--- src/rtl/muldiv_unit.sv ---
// Multi-cycle unsigned multiply/divide unit feeding the register-file write port.
// Radix-2: one shift-add or restoring shift-subtract step per clock.
module muldiv_unit #(
  parameter int WIDTH = 16,
  parameter int AW    = 3
) (
  input  logic             clk,
  input  logic             rst,
  input  logic             start,
  input  logic [1:0]       op,
  input  logic [WIDTH-1:0] a,
  input  logic [WIDTH-1:0] b,
  input  logic [AW-1:0]    dst,
  output logic             busy,
  output logic             write,
  output logic [AW-1:0]    wreg,
  output logic [WIDTH-1:0] wd,
  output logic             div_zero
);

  localparam int CW = $clog2(WIDTH) + 1;

  typedef enum logic [1:0] {IDLE, RUN, WB} state_t;

  state_t           state_q, state_d;
  logic [WIDTH-1:0] a_q, a_d, b_q, b_d, hi_q, hi_d, lo_q, lo_d, wd_q, wd_d;
  logic [1:0]       op_q, op_d;
  logic [AW-1:0]    dst_q, dst_d, wreg_q, wreg_d;
  logic [CW-1:0]    cnt_q, cnt_d;
  logic             busy_q, busy_d, write_q, write_d, dz_q, dz_d;

  // {hi,lo} is the product register for multiply, {remainder,quotient} for divide
  logic [WIDTH:0]   mul_sum, div_t, div_diff;
  logic             div_ge;
  logic [WIDTH-1:0] step_hi, step_lo;

  always_comb begin
    mul_sum  = {1'b0, hi_q} + (lo_q[0] ? {1'b0, a_q} : '0);
    div_t    = {hi_q, lo_q[WIDTH-1]};
    div_diff = div_t - {1'b0, b_q};
    div_ge   = (div_t >= {1'b0, b_q});
    if (op_q[1]) begin
      step_hi = div_ge ? div_diff[WIDTH-1:0] : div_t[WIDTH-1:0];
      step_lo = {lo_q[WIDTH-2:0], div_ge};
    end else begin
      step_hi = mul_sum[WIDTH:1];
      step_lo = {mul_sum[0], lo_q[WIDTH-1:1]};
    end
  end

  always_comb begin
    state_d = state_q;
    a_d     = a_q;
    b_d     = b_q;
    op_d    = op_q;
    dst_d   = dst_q;
    cnt_d   = cnt_q;
    hi_d    = hi_q;
    lo_d    = lo_q;
    busy_d  = busy_q;
    write_d = 1'b0;
    wreg_d  = wreg_q;
    wd_d    = wd_q;
    dz_d    = 1'b0;
    case (state_q)
      IDLE: begin
        if (start) begin
          a_d     = a;
          b_d     = b;
          op_d    = op;
          dst_d   = dst;
          cnt_d   = '0;
          hi_d    = '0;
          lo_d    = op[1] ? a : b;
          busy_d  = 1'b1;
          state_d = RUN;
        end
      end
      RUN: begin
        if (op_q[1] && (b_q == '0)) begin
          write_d = 1'b1;
          dz_d    = 1'b1;
          wreg_d  = dst_q;
          wd_d    = op_q[0] ? a_q : '1;
          state_d = WB;
        end else begin
          hi_d  = step_hi;
          lo_d  = step_lo;
          cnt_d = cnt_q + 1'b1;
          if (cnt_q == CW'(WIDTH - 1)) begin
            write_d = 1'b1;
            wreg_d  = dst_q;
            wd_d    = op_q[0] ? step_hi : step_lo;
            state_d = WB;
          end
        end
      end
      WB: begin
        busy_d  = 1'b0;
        state_d = IDLE;
      end
      default: state_d = IDLE;
    endcase
  end

  always_ff @(posedge clk or negedge rst) begin
    if (!rst) begin
      state_q <= IDLE;
      a_q     <= '0;
      b_q     <= '0;
      op_q    <= '0;
      dst_q   <= '0;
      cnt_q   <= '0;
      hi_q    <= '0;
      lo_q    <= '0;
      busy_q  <= 1'b0;
      write_q <= 1'b0;
      wreg_q  <= '0;
      wd_q    <= '0;
      dz_q    <= 1'b0;
    end else begin
      state_q <= state_d;
      a_q     <= a_d;
      b_q     <= b_d;
      op_q    <= op_d;
      dst_q   <= dst_d;
      cnt_q   <= cnt_d;
      hi_q    <= hi_d;
      lo_q    <= lo_d;
      busy_q  <= busy_d;
      write_q <= write_d;
      wreg_q  <= wreg_d;
      wd_q    <= wd_d;
      dz_q    <= dz_d;
    end
  end

  assign busy     = busy_q;
  assign write    = write_q;
  assign wreg     = wreg_q;
  assign wd       = wd_q;
  assign div_zero = dz_q;

endmodule

--- config.mk ---
export PLATFORM = sky130hd
export DESIGN_NAME = muldiv_unit
export DESIGN_NICKNAME = d
export VERILOG_FILES = /design/src/rtl/muldiv_unit.sv
export SDC_FILE = /design/constraint.sdc
export NUM_CORES = 1
export LEC_CHECK = 0
export ABC_AREA = 1
export CORE_MARGIN = 2
export CORE_UTILIZATION = 34
export DETAILED_ROUTE_END_ITERATION = 16
export PLACE_DENSITY_LB_ADDON = 0.12
export REMOVE_ABC_BUFFERS = 1
export SLEW_MARGIN = 25
export SYNTH_ARGS = -nofsm -noshare
export SYNTH_HDL_FRONTEND = slang
export SYNTH_SLANG_ARGS = --single-unit
--- constraint.sdc ---
create_clock -name clk -period 3.1 [get_ports clk]
set_clock_uncertainty 0.1 [all_clocks]
set_input_delay 0.62 -clock clk [delete_from_list [all_inputs] [get_ports clk]]
set_output_delay 0.62 -clock clk [all_outputs]
set_load 0.01 [all_outputs]
* Word level (Yosys, flattened, before mapping)
Index checks and enable logic that the tools add are counted.
Widths: inputs -> output; s select.
** Word-level totals
- Register bits after elaboration :: 98
- RAM bits :: 0
- Output and inout bits :: 22
- Memories kept :: 0
- Bits in read-only memories :: 0
- Word-level logic and storage cells :: 65
- Input port bits :: 40
- Bits in latches :: 0
** Operators by class
- Add/sub/neg operators :: 3
- Mux-type cells :: 31
- Shifts and indexed selects :: 0
- Divide/modulo/power cells :: 0
- Bitwise operators :: 0
- Multipliers :: 0
- $lt $le $gt $ge :: 1
- Eq/ne operators :: 6
- Reduce and logical (&&, ||, !) cells :: 11
** Operators by type and width (number)
- $mux 16 :: 13
- $pmux 16 s2 :: 2
- $add 16x16->17 :: 1
- $ge 17x16->1 :: 1
- $logic_not 16->1 :: 1
- $sub 16x16->16 :: 1
- $mux 5 :: 2
- $pmux 5 s2 :: 1
- $reduce_and 2->1 :: 4
- $mux 1 :: 6
- $mux 2 :: 3
- $mux 3 :: 2
- $reduce_bool 2->1 :: 3
- $add 5x1->5 const B :: 1
- $eq 5x4->1 const B :: 1
- $ne 2x2->1 const B :: 2
- $pmux 2 s2 :: 1
- $ne 3x3->1 const B :: 1
- $reduce_and 3->1 :: 1
- $eq 2x1->1 const B :: 1
- $eq 2x2->1 const B :: 1
- $logic_not 2->1 :: 1
- $pmux 1 s2 :: 1
- $logic_and 1x1->1 :: 1

* Logic depth before layout (Yosys ltp)
Gate-level depths: netlist (run 1).
- Depth after elaboration :: 6
- Depth in mapped cells :: 18
- Mapped depth without buffers :: 17

* Least setup slack after synthesis (run 1)
Ideal clock, no wire load.
- Path kind :: register -> register
- Start point :: register lo_q[0]
- End point :: register wd_q[7] (netlist: wd[7])
- Arrival time :: 2.145 ns
- Clock period less this slack :: 2.322 ns
- Stages on the path, launching flop included :: 19
- Data required time :: 2.923 ns
- Slack :: 0.778 ns
- Library setup time :: 0.077 ns
- Path buffers :: 1
- Path through :: dfrtp_1 -> clkbuf_1 -> nand2_1 -> inv_1 -> ha_1 -> inv_1 -> fa_1 -> inv_1 -> nand3_1 -> nand2_1 -> nand2_1 -> nand2_1 -> nand2_1 -> nand2_1 -> nor2_1 -> nand3b_1 -> nand3_1 -> nand2_1 -> a21oi_1
** On the way
- Word-level cells in the longest chain between the ends :: 6
** Ends and longest elaborated chain
- from (decl) :: line 26 : logic [WIDTH-1:0] a_q, a_d, b_q, b_d, hi_q, hi_d, lo_q, lo_d, wd_q, wd_d;
- from (signal assigned) :: line 129 : lo_q <= lo_d;
- $mux 16 :: line 38 : mul_sum = {1'b0, hi_q} + (lo_q[0] ? {1'b0, a_q} : '0);
- $add 16x16->17 :: line 38
- $mux 16 :: line 42 : if (op_q[1]) begin
- $mux 16 :: line 93 : wd_d = op_q[0] ? step_hi : step_lo;
- $mux 16 :: line 90 : if (cnt_q == CW'(WIDTH - 1)) begin
- $mux 16 :: line 80 : if (op_q[1] && (b_q == '0)) begin
- to (signal assigned) :: line 133 : wd_q <= wd_d;
- to (decl) :: line 26
Every way passes these cells. The select of a mux whose other input is x is not followed.
A chain may end at the register's enable or synchronous reset.

* Worst setup path after layout (run 1)
- Start point :: register b_q[7]
- End point :: register wd_q[4] (netlist: wd[4])
** On the way
- Word-level cells in the longest chain between the ends :: 6
- Elaborated cells on any way between the ends :: 10
- Those cells by class :: order compare: 1; mux: 5; reduce/logical: 4
** Ends and longest elaborated chain
- from (decl) :: line 26
- from (signal assigned) :: line 110 : b_q <= '0;
- from (signal assigned) :: line 124 : b_q <= b_d;
- $ge 17x16->1 :: line 41 : div_ge = (div_t >= {1'b0, b_q});
- $mux 16 :: line 43 : step_hi = div_ge ? div_diff[WIDTH-1:0] : div_t[WIDTH-1:0];
- $mux 16 :: line 42
- $mux 16 :: line 93
- $mux 16 :: line 90
- $mux 16 :: line 80
Parallel ways exist; a longest one is shown, timed or not. The select of a mux whose other input is x is not followed.

==> impl_metrics.py, run 1 <==
metrics = {
    "clock_tree": {
        "post_cts_resized": 0,
        "ctsHoldBuffers": 0,
        "post-cts-setup-buffer-count": 0,
        "cts_buffers": 9,
        "insertion_delay_ns": 0.36,
        "cts_sinks": 98,
        "cts.htree.levels": 3,
        "cts.path.max_buffers": 2,
        "clk_pin_slew_ns": 0.07,
        "cts_tree": "built",
        "cts-root-buf": "clkbuf_16",
    },
    "job": {
        "maxCapViolations": 0,
    },
    "global_route": {
        "met3_usage": 0.0267,
        "grt.busiest_layer": "met2",
        "gr-total-overflow": 0,
        "grt_use_met1": 0.340,
        "grtUsageTotal": 0.225,
        "antenna_found_initial": 0,
        "grt_max_degree": 76,
        "grt_pass1_vias": 6683,
        "met2_usage": 0.344,
        "grt_pass1_wl_mm": 37.7,
    },
    "layout": {
        "drive_gt1_frac": 0.0372,
        "nets": 1173,
        "diodes": 0,
        "finish.utilization": 0.405,
        "syn2layout_area_growth_pct": 17.0,
    },
    "yosys": {
        "seq_area_frac_synth": 0.351,
        "synth_flop_cell": "dfrtp_1",
        "avgSynthCellArea_um2": 6.64,
        "synth_edf_count": 0,
        "yosysWarnings": 0,
        "synth_seq_cells": 98,
        "synth_cell_types": 34,
        "synthCells": 1052,
        "syn_area_um2": 6980,
        "synth-async-reset-ratio": 1.00,
    },
    "setup_path": {
        "cp.required_ns": 3.25,
        "cp-start-kind": "register",
        "critPathKind": "register to register",
        "arrival_ns": 2.82,
        "crit_path_end_kind": "register",
        "crit_fanout": 12,
    },
    "routing": {
        "num_vias": 6837,
        "wl_per_cell_um": 17.3,
        "drt_wl_total_mm": 23.8,
        "first_pass_iters": 6,
        "route.detailed.drc": 0,
        "drtIter0Drc": 381,
        "viasPerCell": 4.98,
        "detail-route-antenna-nets": 0,
    },
    "placed_design": {
        "port_buffers": 61,
        "gp_congestion": 0.954,
        "dp_hpwl_mm": 17.8,
    },
    "worst_hold_path": {
        "min_path_type": "primary input to async pin",
    },
    "floorplanning": {
        "dieArea_um2": 21700,
        "die_w_um": 147,
        "io_pins": 62,
        "initial_core_util": 0.346,
        "rows": 52,
        "die_y_um": 147,
        "core-area_um2": 20200,
    },
    "timing": {
        "rsz0062_at_grt": "false",
        "slew-limit-headroom": 0.440,
        "worst_pin_slew_ns": 0.840,
        "fin_crit_sh": 0.863,
        "fin_crit_ns": 2.68,
        "drv_slew": 0,
        "hold_viol_final": 0,
        "max_freq_mhz": 374,
        "setup_viol": 0,
    },
    "power": {
        "p_total_mw": 10.4,
        "irDropWorstVdd_mv": 0.402,
        "power.density_nw_per_um2": 1280,
        "p_leak_nw": 4.26,
    },
    "run_status": {
        "status": "finished clean",
    },
}
metal layers:
layer / vias to the layer above / wire length, um / share of wire
li1: 3461 / - / -
met1: 3206 / 12200 / 0.51
met2: 152 / 10300 / 0.43
met3: 18 / 1030 / 0.043
met4: 0 / 290 / 0.012
met5: - / 0 / 0
area by class of cell:
type                    instances  area, um2
flip-flops and latches         98       2450
inverters                     149        559
clock inverters                 6       66.3
fillers                      2219      12000
multi-input cells             762       3790
repair buffers                 77        741
clock buffers                  10        229
well taps                     270        338
kinds of logic after synthesis:
kind of cell | Yosys count | synth area share
buffers and inverters | 192 | 0.107
and+or+nand+nor | 523 | 0.312
DFF | 98 | 0.351
xor gates and xnor gates | 11 | 0.0138
AOI/OAI and AO/OA | 192 | 0.149
adders and majority gates | 36 | 0.0666
path summary, 6_finish.rpt:
path / from / to / slack, ns / depth (start not counted)
worst max-delay path: b_q[7] / wd[4] / 0.42 / 17
worst min-delay path: rst / a_q[4] / 0.07 / 1
worst max register to register: b_q[7] / wd[4] / 0.42 / 17
worst min register to register: b_q[4] / b_q[4] / 0.39 / 2
max in group asynchronous: rst / hi_q[13] / 2.10 / 2
min in group clk: b_q[4] / b_q[4] / 0.39 / 2
flip-flops by register name, indices dropped and copies added, names as in the netlist, 2 cells and up:
register  flops
a_q          16
b_q          16
hi_q         16
lo_q         16
wd           16
cnt_q         5
dst_q         3
wreg          3
op_q          2
state_q       2
synthesized netlist by cell type (2+ instances only):
cell type	n	area (um2)
o211ai_1	14	105
o21ai_1	13	65.1
nand4_1	7	43.8
nand3_1	84	420
clkbuf_1	32	120
a22o_1	2	17.5
nor4_1	3	18.8
dfrtp_1	98	2450
a21oi_1	54	270
a31oi_1	7	43.8
a21o_1	6	45.0
o21ai_0	90	450
inv_2	2	7.51
o21a_1	2	15.0
ha_1	34	425
fa_1	2	40.0
or2_2	3	18.8
buf_1	3	11.3
buf_6	3	33.8
nand3b_1	9	67.6
xor2_1	4	35.0
nor2_1	98	368
inv_1	147	552
o21bai_1	2	15.0
buf_2	5	25.0
xnor2_1	7	61.3
nor3_1	11	55.1
nand2_1	304	1140
report_power, final:
part	leakage (nW)	internal, mW	total, mW	switching [mW]
Clock	0.147	0.631	1.18	0.545
Sequential	1.17	1.88	2.32	0.440
Combinational	2.94	2.45	6.94	4.49
cell usage in the layout, fill, tap and decap left out, types with 2 or more instances in the layout:
cell type          n
nor3_1            11
inv_1            147
xnor2_1            7
nor4_1             3
xor2_1             4
a21o_1             6
a22o_1             2
or2_2              3
o21a_1             2
nor2_1            98
clkinv_2           2
nand4_1            7
nand2_1          304
fa_1               2
a21oi_1           54
o21ai_1           12
inv_2              2
clkbuf_16          9
dfrtp_1           98
clkdlybuf4s50_1   60
o21bai_1           2
o211ai_1          14
buf_4             16
o21ai_0           90
a31oi_1            7
clkinv_4           2
nand3_1           84
nand3b_1           9
ha_1              34
metrics by stage:
stage	hold WS [ns]	instances	setup TNS, ns	cell area [um2]	setup WS, ns
finish	0.0655	1372	0	8170	0.425
global route	0.0761	1372	0	8170	0.141
CTS	0.0701	1372	0	8170	0.440
detailed placement	0.370	1356	0	7880	0.450
global placement	0.368	1356	0	7880	0.423
floorplan	0.224	1009	-0.643	6790	-0.0643
worst max-delay path, cell delays in order (launching register included):
cell     delay [ns]
dfrtp_1        0.36
inv_1          0.18
ha_1           0.32
nand2_1        0.13
inv_1          0.08
nand2_1        0.07
nand2_1        0.07
inv_1          0.07
nand3_1        0.10
nand2_1        0.09
nand2_1        0.06
buf_4          0.19
o21ai_0        0.29
nand2_1        0.11
nand3_1        0.13
nand2_1        0.07
nand2_1        0.07
nand2_1        0.05
Power figures use the tool's default switching activity.
==> run 2: changes to the inputs <==
CORE_UTILIZATION = 40   (was 34)
SKIP_CTS_REPAIR_TIMING = 1   (was unset)
clock period = 2.37 ns   (was 3.1 ns; I/O delays follow)
==> run 2 against run 1 <==
Register-to-register slack worse by 0.42 ns. Combinational power grew 87%. Setup slack worse by 0.42 ns. Routed wire length increased by 3.7%. Clock power is 31% higher. Cell count up 5.1%. Sequential cell count unchanged. Critical path depth is 2 lower. Largest cell class unchanged. Highest routed layer unchanged.
==> impl_metrics.py, run 2 (same netlist as run 1, synthesis figures left out) <==
metrics = {
    "run_status": {
        "status": "finished clean",
    },
    "job": {
        "maxCapViolations": 0,
    },
    "clock_tree": {
        "cts.path.max_buffers": 2,
        "cts_tree": "built",
        "clk_pin_slew_ns": 0.07,
        "insertion_delay_ns": 0.36,
        "cts_buffers": 9,
        "cts_sinks": 98,
        "cts-root-buf": "clkbuf_16",
        "cts.htree.levels": 3,
    },
    "layout": {
        "final_cell_mix": "nand2_1, inv_1, buf_4",
        "final_common_cell": "nand2_1",
        "drive_gt1_frac": 0.251,
        "diodes": 0,
        "nets": 1288,
        "syn2layout_area_growth_pct": 41.1,
        "finalInstanceArea_um2": 9850,
        "instances_no_fill": 1442,
    },
    "timing": {
        "worst_pin_slew_ns": 0.618,
        "drv_slew": 0,
        "max_freq_mhz": 422,
        "fin_crit_ns": 2.37,
        "setup_viol": 0,
        "fin_tns_setup_ns": 0,
        "fin_crit_sh": 0.999,
        "hold_ws_ns": 0.376,
        "slew-limit-headroom": 0.587,
        "hold_viol_final": 0,
        "rsz0062_at_grt": "true",
    },
    "placed_design": {
        "dp_cells": 1415,
        "placed_area_um2": 8650,
        "port_buffers": 61,
        "gp_congestion": 0.961,
        "dp_hpwl_mm": 18.6,
    },
    "worst_hold_path": {
        "min_path_type": "register to register",
    },
    "setup_path": {
        "cp.required_ns": 2.53,
        "arrival_ns": 2.53,
        "max_stage_delay_ns": 0.46,
        "slowest_stage": "dfrtp_2",
        "path_cells": "ha_4, nand2_2, nor2_4, nand3_2, nand3_2, nand2_2, nand2_4, buf_8, clkinvlp_4, nand2_1, nand3_2, nand3_2, nand2_1, nand2_1, nand2_1",
        "crit_path_end_kind": "register",
        "r2r_slack_ns": 0.002,
        "crit_fanout": 7,
        "cp-start-kind": "register",
        "critPathKind": "register to register",
    },
    "routing": {
        "route.detailed.drc": 0,
        "drt_wl_total_mm": 24.7,
        "viasPerCell": 5.13,
        "num_vias": 7395,
        "drtIter0Drc": 550,
        "detail-route-antenna-nets": 0,
        "first_pass_iters": 6,
        "wl_per_cell_um": 17.1,
    },
    "global_route": {
        "antenna_found_initial": 0,
        "gr-total-overflow": 0,
        "grt_max_degree": 48,
        "grt_pass1_vias": 7062,
        "grtUsageTotal": 0.268,
        "grt_pass1_wl_mm": 37.7,
    },
    "power": {
        "power.density_nw_per_um2": 1780,
        "irDropWorstVdd_mv": 0.938,
        "p_total_mw": 17.6,
        "p_leak_nw": 4.92,
    },
    "floorplanning": {
        "core-area_um2": 17200,
        "dieArea_um2": 18500,
        "rows": 48,
        "initial_core_util": 0.407,
        "die_w_um": 136,
        "die_y_um": 136,
        "io_pins": 62,
    },
}
[run 2: worst max-delay path: cells and delay by family, from the launching register on]
kind                       cells  cell delay, ns
DFF                            1            0.46
adders and majority gates      1            0.29
buffers and inverters          2            0.29
and+or+nand+nor               12            1.12
[run 2: final timing paths]
check | startpoint | to | cells after the start
setup / recovery | hi_q[0] | wd[3] | 15
hold / removal | state_q[1] | busy | 1
setup reg to reg | hi_q[0] | wd[3] | 15
hold reg to reg | state_q[1] | busy | 1
max in group asynchronous | rst | a_q[11] | 3
min in group asynchronous | rst | a_q[4] | 2
[run 2: power by group]
| part | internal, mW | leakage (nW) | total, mW | switching [mW] |
|---|---|---|---|---|
| Clock | 0.851 | 0.149 | 1.55 | 0.701 |
| Sequential | 2.46 | 1.17 | 3.04 | 0.578 |
| Combinational | 5.66 | 3.60 | 13.0 | 7.31 |
[run 2: metrics by stage]
step                       util  setup WS (ns)
after CTS                 0.521         -0.166
after floorplan               -         -0.794
final                     0.574        0.00209
after global routing      0.574         -0.100
after global placement    0.504         -0.144
after detailed placement  0.504         -0.149
[run 2: layer usage]
| metal | up-vias | GRT usage | share of wire |
|---|---|---|---|
| li1 | 3709 | - | - |
| met1 | 3443 | 0.392 | 0.49 |
| met2 | 210 | 0.418 | 0.45 |
| met3 | 33 | 0.0227 | 0.045 |
| met4 | 0 | 0.0856 | 0.020 |
| met5 | - | 0 | 0 |
[run 2: area by class of cell]
type,count,area [um2]
Sequential cell,98,2450
Multi-Input combinational cell,762,4570
Clock inverter,6,65.1
Clock buffer,10,239
Tap cell,225,282
Inverter,149,563
Timing Repair Buffer,192,1680
Fill cell,1665,7320
